--- src/rtl/bank_req_arb_varlat.sv ---
// Per-bank round-robin request arbiter with an in-order ID FIFO that routes
// variable-latency bank responses back to the master that issued them.
module bank_req_arb_varlat #(
  parameter int unsigned NumIn          = 4,
  parameter int unsigned ReqDataWidth   = 32,
  parameter int unsigned RespDataWidth  = 32,
  parameter int unsigned MaxOutstanding = 2
) (
  input  logic                                   clk_i,
  input  logic                                   rst_i,
  input  logic [NumIn-1:0]                       req_i,
  input  logic [NumIn-1:0][ReqDataWidth-1:0]     data_i,
  output logic [NumIn-1:0]                       gnt_o,
  output logic [NumIn-1:0]                       vld_o,
  output logic [NumIn-1:0][RespDataWidth-1:0]    rdata_o,
  output logic                                   req_o,
  output logic [ReqDataWidth-1:0]                data_o,
  input  logic                                   gnt_i,
  input  logic                                   vld_i,
  input  logic [RespDataWidth-1:0]               rdata_i
);

  localparam int unsigned PtrW     = (NumIn > 1) ? $clog2(NumIn) : 1;
  localparam int unsigned FifoPtrW = (MaxOutstanding > 1) ? $clog2(MaxOutstanding) : 1;
  localparam int unsigned CntW     = $clog2(MaxOutstanding + 1);

  localparam logic [PtrW-1:0]     LastIn   = PtrW'(NumIn - 1);
  localparam logic [FifoPtrW-1:0] LastSlot = FifoPtrW'(MaxOutstanding - 1);
  localparam logic [CntW-1:0]     Depth    = CntW'(MaxOutstanding);

  if (NumIn < 2 || MaxOutstanding == 0) begin : g_param_err
    $fatal(1, "bank_req_arb_varlat: need NumIn>=2 and MaxOutstanding>=1");
  end

  logic [PtrW-1:0]     rr_ptr;
  logic [PtrW-1:0]     winner;
  logic [PtrW-1:0]     id_mem [MaxOutstanding];
  logic [FifoPtrW-1:0] wr_ptr;
  logic [FifoPtrW-1:0] rd_ptr;
  logic [CntW-1:0]     count;
  logic [PtrW-1:0]     head;
  logic                accept_ok;
  logic                push;
  logic                pop;
  logic                found;
  int unsigned         idx;

  // Round-robin search starting at rr_ptr; falls back to rr_ptr when idle.
  always_comb begin
    winner = rr_ptr;
    found  = 1'b0;
    idx    = 0;
    for (int unsigned i = 0; i < NumIn; i++) begin
      idx = (32'(rr_ptr) + i) % NumIn;
      if (!found && req_i[PtrW'(idx)]) begin
        winner = PtrW'(idx);
        found  = 1'b1;
      end
    end
  end

  // A same-cycle pop frees a slot, so a full FIFO can still accept.
  assign accept_ok = (count < Depth) | vld_i;
  assign req_o     = (|req_i) & accept_ok;
  assign data_o    = data_i[winner];
  assign push      = req_o & gnt_i;
  assign pop       = vld_i & (count != '0);
  assign head      = id_mem[rd_ptr];
  assign rdata_o   = {NumIn{rdata_i}};

  always_comb begin
    gnt_o = '0;
    vld_o = '0;
    if (push) gnt_o[winner] = 1'b1;
    if (pop)  vld_o[head]   = 1'b1;
  end

  always_ff @(posedge clk_i) begin
    if (rst_i) begin
      rr_ptr <= '0;
      wr_ptr <= '0;
      rd_ptr <= '0;
      count  <= '0;
    end else begin
      if (push) begin
        rr_ptr <= (winner == LastIn) ? '0 : winner + PtrW'(1);
        wr_ptr <= (wr_ptr == LastSlot) ? '0 : wr_ptr + FifoPtrW'(1);
      end
      if (pop) begin
        rd_ptr <= (rd_ptr == LastSlot) ? '0 : rd_ptr + FifoPtrW'(1);
      end
      case ({push, pop})
        2'b10:   count <= count + CntW'(1);
        2'b01:   count <= count - CntW'(1);
        default: count <= count;
      endcase
    end
  end

  // ID storage needs no reset; validity is tracked by count.
  always_ff @(posedge clk_i) begin
    if (push) id_mem[wr_ptr] <= winner;
  end

  // A response with nothing outstanding is dropped; flag it in simulation.
  resp_without_id : assert property (@(posedge clk_i) disable iff (rst_i)
                                     !(vld_i && count == '0))
    else $warning("bank_req_arb_varlat: response with no outstanding ID dropped");

endmodule

--- config.mk ---
export PLATFORM = sky130hd
export DESIGN_NAME = bank_req_arb_varlat
export DESIGN_NICKNAME = d
export VERILOG_FILES = /design/src/rtl/bank_req_arb_varlat.sv
export SDC_FILE = /design/constraint.sdc
export NUM_CORES = 1
export LEC_CHECK = 0
export ABC_CLOCK_PERIOD_IN_PS = 3300
export CAP_MARGIN = 20
export CORE_AREA = 2 2 129 131
export DETAILED_ROUTE_END_ITERATION = 8
export DIE_AREA = 0 0 131 133
export GPL_TIMING_DRIVEN = 0
export PLACE_DENSITY = 0.66
export SLEW_MARGIN = 30
export SYNTH_ARGS = -nofsm -noshare
export SYNTH_HDL_FRONTEND = slang
export SYNTH_SLANG_ARGS = --single-unit
--- constraint.sdc ---
create_clock -name clk_i -period 3.3 [get_ports clk_i]
set_input_delay 0.66 -clock clk_i [delete_from_list [all_inputs] [get_ports clk_i]]
set_output_delay 0.66 -clock clk_i [all_outputs]
set_load 0.02 [all_outputs]
==> key figures <==
STA
  • Clock period minus worst slack: 3.09 ns
  • Relative slew slack: 66.7%
  • Max-slew violation count: 0
  • Final setup viols: 0
  • Sum of negative setup slack: 0 ns
  • RSZ-0062 raised after global routing: false
  • Final Hold Viols: 0
  • Fmax: 0.323 GHz
  • Post-route clock skew: 0.00271 ns
  • Final period utilization: 93.8%
  • Actual slew at the worst max-slew pin: 0.497 ns
  • Min Hold Slack: 0.510 ns

Place
  • Placed cells: 907
  • RePlAce Congestion: 0.761
  • Dpl hpwl: 10.7 mm
  • Port bufs: a little over 300

Floorplanning
  • Die area: 0.0174 mm^2
  • Core region area: 0.0162 mm^2
  • Die Ht: 133 um
  • Total I/O pin count: 337
  • Std cell rows: 47
  • Horiz. Die Dim: 131 um
  • Initial Util: 16.7%

Logic synthesis
  • Synth unique cells: 34
  • Synth Register Bits: 11
  • Dominant synthesized flop cell: dfxtp_1
  • Yosys top cell by area: buf_4
  • Leading cell type by number of instances after synthesis: buf_4
  • Avg Inst Size Synth: 7.04 um^2
  • Synth cell count leaders: buf_4, nand2_1, a21oi_1, a32oi_2, nor2_1
  • Post-Syn Nets: ~550
  • Cells after Synth: 383
  • Share of the synthesized area in the top cell type: between 30% and 40%
  • Yosys warns: 0
  • Most area-consuming cells after synthesis: buf_4, nand2_1, a32oi_2
  • Seq/Total Area, Yosys: under 10%
  • Mapped Area: 0.00270 mm^2
  • Ys async rst share: 0%
  • EDFF count, synth: 4

Flow run
  • Max_cap viols: 0

Status
  • Status: finished, final reports clean

Route
  • # DRC: 0
  • Vias per Instance: 3.85
  • Final ANT Viol Nets: 0
  • Wire length per cell: 14.2 um
  • Drt first-iter violations: 59
  • Detailed Routing Iterations Pass 1: 4
  • Vias: 3510
  • WL final: between 10 and 15 mm

Worst setup path
  • Startpoint types: input port
  • CP Cell Sequence: dlygate4sd2_1 > nor2_1 > a211o_1 > nand3_4 > inv_4 > buf_12 > buf_8 > ha_1 > and3_1 > clkdlybuf4s15_2
  • CP Capture Type: output port
  • Crit-path max cell delay: 0.32 ns
  • R2r setup slk: 1.50 ns
  • Worst Setup Path Type: in2out
  • Worst EP arrival: between 2 and 2.5 ns
  • CP max stage cell: a211o_1
  • Crit-path max FO: 10
  • Worst Path Required: around 2.6 ns

Final layout
  • Final nets: ~860
  • Share of cells above drive strength 1: 29.8%
  • Layout Cells excl Fill: 911
  • N_diodes: 0
  • Area grow syn2layout: 123%

Clocking
  • Clock root cell: clkbuf_16
  • Postcts setup bufs: 0
  • Clock slew at reported path FFs: 0.04 ns
  • CTS tree: built
  • Cts bufs inserted: 3
  • Clk buf depth: 2
  • Hold_buf cts: 0
  • Clk_lat worst skew: 0.23 ns
  • Clk sinks: 11
  • CTS HTree Levels: 1

Global route
  • First-pass GRT wire length: 18.3 mm
  • Number of antenna violations at the first check in global routing: 0
  • Overflow left after global routing: 0
  • Vias in the first global route: 3290
  • Largest net degree at the start of global routing: 11
  • Total GRT Usage: between 10% and 20%

Power and ir drop
  • Total power: between 2000 and 2500 uW
  • Max IR drop VDD: 0.233 mV
  • PD cells: 355 mW/mm^2
  • Static leakage: 0.00261 uW

Hold path
  • Worst Hold Class: reg2reg
## timing repair
action | in CTS | in global routing
cloned | 0 | 0
gates resized for setup | 126 | 17
setup endpoints to repair | 36 | 29
pin swaps | 1 | 0
## per-layer routing
| metal | part of all wire [%] | vias to the layer above | wire (um) | global-route usage, % |
|---|---|---|---|---|
| li1 | - | 1780 | - | - |
| met1 | 41 | 1566 | 5340 | 16.6 |
| met2 | 50 | 158 | 6470 | 24.6 |
| met3 | 8.2 | 6 | 1070 | 2.02 |
| met4 | 0.44 | 0 | 57 | 1.12 |
| met5 | 0 | - | 0 | 0 |
## logic make-up after synthesis
family,synth area share (%)
fa+ha+maj,0.927
flops,9.65
xor+xnor,1.30
compound gates,24.7
simple gates,20.4
mux,0.742
buf+inv,42.3
## area by class of cell
type                       instances  area, um^2
fill                            1706       10100
timing repair buffer             304        2930
multi-input combinational        215        1310
buffer                           150        1150
tap                              220         275
sequential                        11         260
clock buffer                       4        78.8
inverter                           7        28.8
## metrics by stage
| step | instance area, um^2 | utilization [%] | setup WS (ns) |
|---|---|---|---|
| detailed placement | 6020 | 37.2 | -0.598 |
| global route | 6030 | 37.3 | 0.0908 |
| global placement | 6020 | 37.2 | -0.595 |
| finish | 6030 | 37.3 | 0.205 |
| CTS | 6050 | 37.4 | 0.00165 |
| floorplan | 2700 | - | 0.746 |
## state kept, by name (all words and copies together), names as in the netlist, named ones only
register  cells
count         2
id_mem        4
rd_ptr        1
rr_ptr        2
wr_ptr        1
## cell usage in the layout (no fill, tap or decap), types with 3 or more instances in the layout
cell and count:
buf_4 138, nor3_1 3, inv_1 6, edfxtp_1 4, clkbuf_16 3, dlygate4sd2_1 10
clkdlybuf4s50_1 264, a32oi_1 13, clkdlybuf4s15_2 3, buf_6 5, nor2_1 14, clkbuf_2 9
buf_2 18, nand2_1 98, a32oi_2 20, dfxtp_1 7, a21oi_1 36
## power by group
group	switching, uW	internal, uW	leakage, uW
Combinational	911	808	0.00247
Clock	52.5	161	0.0000382
Sequential	26.6	181	0.0000958
Total	990	1150	0.00261
## worst max-delay path, delay by kind of cell
family | cells | cell delay, ns
fa+ha+maj | 1 | 0.19
simple gates | 3 | 0.37
compound gates | 1 | 0.32
buf+inv | 5 | 0.88
## final timing paths
path | startpoint | cells after the start | end
worst max-delay path | req_i[2] | 10 | gnt_o[3]
worst min-delay path | rd_ptr$_SDFFE_PP0P_ | 2 | rd_ptr$_SDFFE_PP0P_
worst max register to register | rr_ptr[0]$_SDFFE_PP0P_ | 9 | rr_ptr[1]$_SDFFE_PP0P_
worst min register to register | rd_ptr$_SDFFE_PP0P_ | 2 | rd_ptr$_SDFFE_PP0P_
(Power assumes the default switching activity.)
